[src/rtl/hazard_forward_unit_pkg.sv]
// Shared encodings and types for the pipeline hazard / forwarding unit.
package hazard_forward_unit_pkg;

    localparam logic [1:0] FWD_RF  = 2'b00;
    localparam logic [1:0] FWD_MEM = 2'b01;
    localparam logic [1:0] FWD_WB  = 2'b10;

    // Wide enough to hold the longest supported load latency (16 cycles).
    localparam int WCNT_W = 4;

    typedef enum logic [0:0] {
        RUN      = 1'b0,
        MEM_WAIT = 1'b1
    } hfu_state_t;

endpackage

[src/rtl/hazard_forward_unit_match.sv]
// Per-operand register comparison: forwarding select for the EX operand and
// load-use detection for the ID operand.
module fwd_operand_match
    import hazard_forward_unit_pkg::*;
#(
    parameter int AW       = 3,
    parameter bit ZERO_REG = 1'b0
) (
    input  logic [AW-1:0] ex_rs,
    input  logic [AW-1:0] id_rs,
    input  logic          id_rs_used,
    input  logic          mem_fwd_en,
    input  logic [AW-1:0] mem_rd,
    input  logic          wb_fwd_en,
    input  logic [AW-1:0] wb_rd,
    input  logic          lu_en,
    input  logic [AW-1:0] ex_rd,
    output logic [1:0]    fwd_sel,
    output logic          lu_hit
);

    logic ex_rs_ok_s;
    logic id_rs_ok_s;

    // r0 is hard-wired when ZERO_REG is set, so it never matches a producer.
    assign ex_rs_ok_s = !(ZERO_REG && (ex_rs == {AW{1'b0}}));
    assign id_rs_ok_s = !(ZERO_REG && (id_rs == {AW{1'b0}}));

    // Forwarding select: the younger MEM result takes priority over WB.
    always_comb begin
        fwd_sel = FWD_RF;
        if (ex_rs_ok_s && mem_fwd_en && (mem_rd == ex_rs)) begin
            fwd_sel = FWD_MEM;
        end else if (ex_rs_ok_s && wb_fwd_en && (wb_rd == ex_rs)) begin
            fwd_sel = FWD_WB;
        end else begin
            fwd_sel = FWD_RF;
        end
    end

    assign lu_hit = lu_en && id_rs_used && id_rs_ok_s && (id_rs == ex_rd);

endmodule

[src/rtl/hazard_forward_unit.sv]
// Hazard / forwarding unit: operand forwarding, load-use stall, multi-cycle
// load freeze FSM and saturating statistics counters.
module hazard_forward_unit
    import hazard_forward_unit_pkg::*;
#(
    parameter int AW       = 3,
    parameter int NSRC     = 2,
    parameter int LOAD_LAT = 1,
    parameter int ZERO_REG = 0,
    parameter int CW       = 16
) (
    input  logic              clk,
    input  logic              rst_n,
    input  logic [NSRC*AW-1:0] id_rs,
    input  logic [NSRC-1:0]   id_rs_used,
    input  logic              ex_valid,
    input  logic              ex_reg_write,
    input  logic              ex_mem_read,
    input  logic [AW-1:0]     ex_rd,
    input  logic [NSRC*AW-1:0] ex_rs,
    input  logic              mem_valid,
    input  logic              mem_reg_write,
    input  logic              mem_mem_read,
    input  logic [AW-1:0]     mem_rd,
    input  logic              wb_valid,
    input  logic              wb_reg_write,
    input  logic [AW-1:0]     wb_rd,
    output logic [2*NSRC-1:0] fwd_sel,
    output logic              stall_pc,
    output logic              stall_ifid,
    output logic              bubble_idex,
    output logic              freeze,
    output logic [CW-1:0]     lu_stall_cnt,
    output logic [CW-1:0]     freeze_cnt
);

    localparam bit LONG_LOAD = (LOAD_LAT > 32'sd1);
    localparam logic [WCNT_W-1:0] WCNT_LOAD = WCNT_W'(LOAD_LAT - 32'sd2);
    localparam logic [WCNT_W-1:0] WCNT_ONE  = {{(WCNT_W-1){1'b0}}, 1'b1};
    localparam logic [CW-1:0]     CNT_MAX   = {CW{1'b1}};
    localparam logic [CW-1:0]     CNT_ONE   = {{(CW-1){1'b0}}, 1'b1};

    logic              mem_fwd_en_s;
    logic              wb_fwd_en_s;
    logic              lu_en_s;
    logic [NSRC-1:0]   lu_hit_s;
    logic              lu_s;
    logic              freeze_s;
    logic              bubble_s;
    hfu_state_t        state_r;
    hfu_state_t        state_nxt_s;
    logic [WCNT_W-1:0] wcnt_r;
    logic [WCNT_W-1:0] wcnt_nxt_s;
    logic [CW-1:0]     lu_stall_cnt_r;
    logic [CW-1:0]     freeze_cnt_r;

    // A load in MEM has no data yet, so it is never a forwarding source.
    assign mem_fwd_en_s = mem_valid && mem_reg_write && !mem_mem_read;
    assign wb_fwd_en_s  = wb_valid && wb_reg_write;
    assign lu_en_s      = ex_valid && ex_mem_read && ex_reg_write;

    for (genvar k = 0; k < NSRC; k++) begin : g_operand
        fwd_operand_match #(
            .AW       (AW),
            .ZERO_REG (ZERO_REG[0])
        ) u_match (
            .ex_rs      (ex_rs[k*AW +: AW]),
            .id_rs      (id_rs[k*AW +: AW]),
            .id_rs_used (id_rs_used[k]),
            .mem_fwd_en (mem_fwd_en_s),
            .mem_rd     (mem_rd),
            .wb_fwd_en  (wb_fwd_en_s),
            .wb_rd      (wb_rd),
            .lu_en      (lu_en_s),
            .ex_rd      (ex_rd),
            .fwd_sel    (fwd_sel[2*k +: 2]),
            .lu_hit     (lu_hit_s[k])
        );
    end

    assign lu_s = |lu_hit_s;

    // Freeze FSM: the entry cycle freezes too, so a load sees LOAD_LAT-1 frozen cycles.
    always_comb begin
        state_nxt_s = state_r;
        wcnt_nxt_s  = wcnt_r;
        freeze_s    = 1'b0;
        case (state_r)
            RUN: begin
                if (LONG_LOAD && mem_valid && mem_mem_read) begin
                    freeze_s    = 1'b1;
                    state_nxt_s = MEM_WAIT;
                    wcnt_nxt_s  = WCNT_LOAD;
                end else begin
                    freeze_s    = 1'b0;
                    state_nxt_s = RUN;
                end
            end
            MEM_WAIT: begin
                if (wcnt_r != {WCNT_W{1'b0}}) begin
                    freeze_s   = 1'b1;
                    wcnt_nxt_s = wcnt_r - WCNT_ONE;
                end else begin
                    freeze_s    = 1'b0;
                    state_nxt_s = RUN;
                end
            end
            default: begin
                freeze_s    = 1'b0;
                state_nxt_s = RUN;
                wcnt_nxt_s  = {WCNT_W{1'b0}};
            end
        endcase
    end

    // A freeze holds every stage, so it suppresses the load-use bubble.
    assign bubble_s    = lu_s && !freeze_s;
    assign stall_pc    = bubble_s;
    assign stall_ifid  = bubble_s;
    assign bubble_idex = bubble_s;
    assign freeze      = freeze_s;

    // FSM state and wait counter.
    always_ff @(posedge clk or negedge rst_n) begin
        if (!rst_n) begin
            state_r <= RUN;
            wcnt_r  <= {WCNT_W{1'b0}};
        end else begin
            state_r <= state_nxt_s;
            wcnt_r  <= wcnt_nxt_s;
        end
    end

    // Saturating statistics counters.
    always_ff @(posedge clk or negedge rst_n) begin
        if (!rst_n) begin
            lu_stall_cnt_r <= {CW{1'b0}};
            freeze_cnt_r   <= {CW{1'b0}};
        end else begin
            if (bubble_s && (lu_stall_cnt_r != CNT_MAX)) begin
                lu_stall_cnt_r <= lu_stall_cnt_r + CNT_ONE;
            end
            if (freeze_s && (freeze_cnt_r != CNT_MAX)) begin
                freeze_cnt_r <= freeze_cnt_r + CNT_ONE;
            end
        end
    end

    assign lu_stall_cnt = lu_stall_cnt_r;
    assign freeze_cnt   = freeze_cnt_r;

endmodule

[config.mk]
export PLATFORM = sky130hd
export DESIGN_NAME = hazard_forward_unit
export DESIGN_NICKNAME = d
export VERILOG_FILES = /design/src/rtl/hazard_forward_unit_pkg.sv /design/src/rtl/hazard_forward_unit_match.sv /design/src/rtl/hazard_forward_unit.sv
export SDC_FILE = /design/constraint.sdc
export NUM_CORES = 1
export LEC_CHECK = 0
export CORE_MARGIN = 2
export CORE_UTILIZATION = 48
export DETAILED_ROUTE_END_ITERATION = 12
export PLACE_DENSITY_LB_ADDON = 0.1
export RECOVER_POWER = 100
export SLEW_MARGIN = 20
export SYNTH_ARGS = -nofsm -noshare
export SYNTH_HDL_FRONTEND = slang
export SYNTH_SLANG_ARGS = --single-unit
[constraint.sdc]
create_clock -name clk -period 5.4 [get_ports clk]
set_clock_uncertainty 0.05 [all_clocks]
set_input_delay 0.81 -clock clk [delete_from_list [all_inputs] [get_ports clk]]
set_output_delay 0.81 -clock clk [all_outputs]
set_load 0.01 [all_outputs]
=== Yosys cells after proc, flatten, opt, wreduce, memory -nomap -nowiden ===
Cells that the tools add are included.

* Logic and storage cells: 43
* Output and inout port bits: 40
* Register bits: 37

* Reductions and logical operators: 21
* Equality and inequality tests: 8
* Muxes and demuxes: 6
* Add/sub/neg operators: 3
* Bitwise logic cells: 1

{| class="wikitable"
|+ Operators by type and width
! operator !! count
|-
| $add 16x1->16 const B || 2
|-
| $ne 16x16->1 const B || 2
|-
| $eq 3x3->1 || 6
|-
| $logic_and 1x1->1 || 16
|-
| $mux 2 || 4
|-
| $reduce_bool 4->1 || 1
|-
| $sub 4x1->4 const B || 1
|-
| $logic_not 1->1 || 2
|-
| $pmux 1 s2 || 1
|-
| $reduce_and 2->1 || 1
|-
| $reduce_or 2->1 || 1
|-
| $mux 1 || 1
|-
| $not 1->1 || 1
|}

=== Depth between registers and ports, before layout ===
* Word-level depth: 7
* Gate-level depth with buffers: 9
* Depth with buffers taken out: 8

=== Cells and area by module ===
A second synthesis with hierarchy kept.

* Cells, all modules: 205
* Area total of the unflattened synthesis: 2104.5 um^2

{| class="wikitable"
|+ Modules (own cells, without submodules)
! module !! sequential area each (um^2) !! cells an instance !! times used !! area an instance (um^2)
|-
| hazard_forward_unit || 925.9 || 177 || 1 || 1879.3
|-
| fwd_operand_match || 0.0 || 14 || 2 || 112.6
|}

=== Worst setup path before layout ===
No wires, ideal clock.

* Kind: input-to-output
* Start: in ex_rd[0]
* End: out stall_ifid
* Data arrival time: 1.766 ns
* Cell stages on the path: 5
* Required time: 4.540 ns
* Slack: 2.774 ns
* Path through: xnor2_1 -> nand4_1 -> a211oi_4 -> buf_6 -> buf_4

* Cells in the longest elaborated chain, start to end: 4
* Elaborated cells between the ends (all ways): 6
* Classes of those cells: eq/ne: 2; reduce/logical: 4

{| class="wikitable"
|+ RTL lines
! what !! line !! text
|-
| start, declared || hazard_forward_unit.sv:19 || <nowiki>input logic [AW-1:0] ex_rd,</nowiki>
|-
| $eq 3x3->1 || hazard_forward_unit_match.sv:41 || <nowiki>assign lu_hit = lu_en && id_rs_used && id_rs_ok_s && (id_rs == ex_rd);</nowiki>
|-
| $logic_and 1x1->1 || hazard_forward_unit_match.sv:41 ||
|-
| $reduce_or 2->1 * || hazard_forward_unit.sv:81 || <nowiki>assign lu_s = |lu_hit_s;</nowiki>
|-
| $logic_and 1x1->1 * || hazard_forward_unit.sv:117 || <nowiki>assign bubble_s = lu_s && !freeze_s;</nowiki>
|-
| end, declared || hazard_forward_unit.sv:30 || <nowiki>output logic stall_ifid,</nowiki>
|}

Every way passes the cells marked *; elsewhere a longest branch is shown, timed or not.

=== Worst setup path in the final report ===
* Start: reg wcnt_r[0]
* End: out bubble_idex

* Cells in the longest elaborated chain, start to end: 5

{| class="wikitable"
|+ RTL lines
! what !! line !! text
|-
| start, declared || hazard_forward_unit.sv:52 || <nowiki>logic [WCNT_W-1:0] wcnt_r;</nowiki>
|-
| start signal, assigned || hazard_forward_unit.sv:127 || <nowiki>wcnt_r <= {WCNT_W{1'b0}};</nowiki>
|-
| start signal, assigned || hazard_forward_unit.sv:130 || <nowiki>wcnt_r <= wcnt_nxt_s;</nowiki>
|-
| $reduce_bool 4->1 || hazard_forward_unit.sv:100 || <nowiki>if (wcnt_r != {WCNT_W{1'b0}}) begin</nowiki>
|-
| $mux 1 || hazard_forward_unit.sv:100 ||
|-
| $pmux 1 s2 || hazard_forward_unit.sv:88 || <nowiki>case (state_r)</nowiki>
|-
| $logic_not 1->1 || hazard_forward_unit.sv:117 ||
|-
| $logic_and 1x1->1 || hazard_forward_unit.sv:117 ||
|-
| end, declared || hazard_forward_unit.sv:31 || <nowiki>output logic bubble_idex,</nowiki>
|}

No other way between the ends.

==> impl_metrics.py <==
metrics = {
    "status": {
        "violations": "max-capacitance violations, max-slew violations",
        "outcome": "finished with violations",
    },
    "global_routing": {
        "grt-ovfl-total": 0,
        "grt_pass1_vias": 1556,
        "antenna_found_initial": 0,
        "grt_pass1_wl_mm": 6.92,
        "grt_start_max_net_pins": 38,
        "grt_use_total_pct": 19.8,
    },
    "route": {
        "drc": 0,
        "drt_first_pass_iters": 4,
        "via_per_inst": 5.31,
        "detail-route-antenna-nets": 0,
        "wl_per_cell_um": 13.2,
        "drt_iter0_drc": 69,
        "dr_total_vias": 1663,
        "routed_wl_mm": 4.13,
    },
    "synth": {
        "ys_warn_count": 0,
        "ys_seq_elements": 37,
        "yosysSeqAreaShare_pct": 46.1,
        "syn_inst": 188,
        "yosysMostFrequentCell": "dfrtp_1",
        "netlist_top_cells_area": "dfrtp_1 46%, xnor2_1 14%, xor2_1 6.5%",
        "synth_top_area_share_pct": 46.1,
        "synth_edf_count": 0,
        "synthesis.area_sq_mm": 0.00201,
        "synth_ff_type": "dfrtp_1",
        "syn_area_per_cell_sq_um": 10.7,
        "yosysTopAreaCell": "dfrtp_1",
        "syn_nets": 224,
        "synth_common_cells": "37 x dfrtp_1, 33 x xnor2_1, 17 x nand3_1, 17 x nand4_1, 15 x xor2_1",
        "ys_types": 36,
        "async_flop_share_pct": 100,
    },
    "placement": {
        "dp_hpwl_mm": 3.17,
        "port_buffers": 72,
        "placed_cell_area_sq_mm": 0.00275,
        "gp_congestion": 0.749,
    },
    "setup_path": {
        "critPathLaunch": "wcnt_r[0]",
        "r2r_setup_slack_ns": 2.44,
        "r2r_start": "wcnt_r[0]",
        "crit_path_start_kind": "register",
        "ff2ff_path_depth": 9,
        "endpoint": "bubble_idex",
        "crit_required_ns": 4.54,
        "end_kind": "output port",
        "crit_path_max_fanout": 10,
        "path_class": "register to output port",
        "critPathArrivalTime_ns": 3.21,
        "worstReg2RegEnd": "lu_stall_cnt[12]",
    },
    "timing": {
        "min_period_over_period_pct": 75.3,
        "grt_setup_unrepaired": "false",
        "drv_slew": 38,
        "finalSetupViolations": 0,
        "maxSlewHeadroom_pct": -27.6,
        "hold_viol_final": 0,
        "tightest_slew_ns": 1.91,
        "hold_ws_ns": 0.433,
        "finalSetupTns_ns": 0,
        "fin_crit_ns": 4.07,
        "clock.fmax_mhz": 246,
    },
    "clock_tree": {
        "clock_latency_ns": 0.29,
        "post-cts-setup-buffers": 0,
        "cts_tree": "built",
        "cts_sinks": 37,
        "cts_buffer_depth": 2,
        "clockRootBuffer": "clkbuf_8",
        "numCtsBuffers": 5,
        "ctsResizeCount": 0,
        "clk_pin_slew_ns": 0.07,
        "cts_max_level": 2,
        "ctsHoldBuffers": 0,
    },
    "power_and_ir_drop": {
        "switching_share_pct": 24.7,
        "power_frac_comb_pct": 13.4,
        "pwr-share-seq_pct": 52.9,
        "pwr_density_cell_mw_per_mm2": 198,
        "intPower_uw": 419,
        "power_uw": 556,
        "clkPwrFrac_pct": 33.8,
        "ir_drop_mv": 0.186,
        "power.switching_uw": 137,
        "p_leak_nw": 1.30,
    },
    "floorplanning": {
        "die_h_um": 68.7,
        "design.portCount": 73,
        "core_area_sq_mm": 0.00400,
        "die_w_um": 68.7,
        "dieArea_sq_mm": 0.00471,
        "rows": 23,
        "start_util_pct": 50.2,
    },
    "min_path": {
        "min_path_type": "register to register",
    },
    "job": {
        "cap_violations": 1,
    },
    "finish": {
        "drive_above_1_share_pct": 5.32,
        "final_core_util_pct": 70.3,
        "nNetsFinal": 298,
        "diodes": 0,
        "syn2layout_area_growth_pct": 40.2,
        "design_area_sq_mm": 0.00281,
    },
}
## how the worst min path moves through the flow
stage / cells after the start / slack, ns / from / endpoint
after floorplan: 2 / 0.41 / wcnt_r[1] / wcnt_r[1]
after global placement: 1 / 0.43 / lu_stall_cnt[7] / lu_stall_cnt[7]
after detailed placement: 1 / 0.43 / lu_stall_cnt[7] / lu_stall_cnt[7]
after CTS: 1 / 0.44 / lu_stall_cnt[7] / lu_stall_cnt[7]
after global routing: 1 / 0.46 / lu_stall_cnt[7] / lu_stall_cnt[7]
final: 1 / 0.43 / lu_stall_cnt[7] / lu_stall_cnt[7]
## per-layer routing
metal  global-route usage (%)  vias up  part of all wire (%)
li1                         -      817                     -
met1                     25.0      778                    44
met2                     30.4       60                    45
met3                     7.79        8                   9.0
met4                     7.50        0                   1.4
met5                        0        -                     0
## registers in the layout, summed over array words and instances (netlist names)
signal	count
freeze_cnt	16
lu_stall_cnt	16
wcnt_r	4
state_r	1
## final cells by class
class | instances | area [sq um]
clock buffer | 5 | 68.8
sequential | 37 | 926
tap | 50 | 62.6
clock inverter | 3 | 17.5
timing repair buffer | 73 | 718
inverter | 4 | 15.0
multi-input combinational | 141 | 1010
fill | 314 | 1190
## cell families after synthesis
logic type,after synthesis,share of synthesized area (%)
AO/OA/AOI/OAI,8,3.05
buffers and inverters,10,3.05
multiplexers,4,2.43
adder cells (fa/ha/maj),3,1.87
flip-flops,37,46.1
AND/OR/NAND/NOR,78,22.5
XOR/XNOR,48,20.9
## power by group through the flow
stage	Sequential, mW	Combinational (mW)	Clock [mW]
after global routing	0.296	0.0830	0.205
after floorplan	0.302	0.0265	0
final	0.294	0.0743	0.188
after detailed placement	0.300	0.0824	0
after CTS	0.295	0.0827	0.194
after global placement	0.299	0.0811	0
## cells in the final DEF, fill, tap and decap left out, drive strengths merged
cell type / n
a2111oi: 1
a211oi: 1
a21oi: 2
and2: 1
and2b: 1
and3: 7
and4: 4
clkbuf: 7
clkdlybuf4s50: 31
clkinv: 2
clkinvlp: 1
dfrtp: 37
dlygate4sd3: 40
ha: 3
inv: 4
mux2: 4
nand2: 12
nand2b: 1
nand3: 18
nand3b: 1
nand4: 17
nor2: 6
nor3: 2
nor3b: 1
nor4: 4
o211ai: 1
o21ai: 3
or3: 1
or3b: 1
or4: 1
xnor2: 33
xor2: 15
## critical path, cell delays in order, from the launching register on
cell           delay, ns
dfrtp_1             0.38
inv_1               0.08
ha_1                0.19
or3b_2              0.46
nand2_1             0.22
inv_1               0.16
a211oi_4            0.40
clkbuf_1            0.36
dlygate4sd3_1       0.66
## per-stage QoR
step / setup WS (ns) / std cells
finish: 1.33 / 313
global route: 1.10 / 313
CTS: 1.64 / 313
detailed placement: 1.65 / 305
global placement: 1.67 / 305
floorplan: 2.77 / 188
Note: power is estimated with default switching activity, not from simulation.
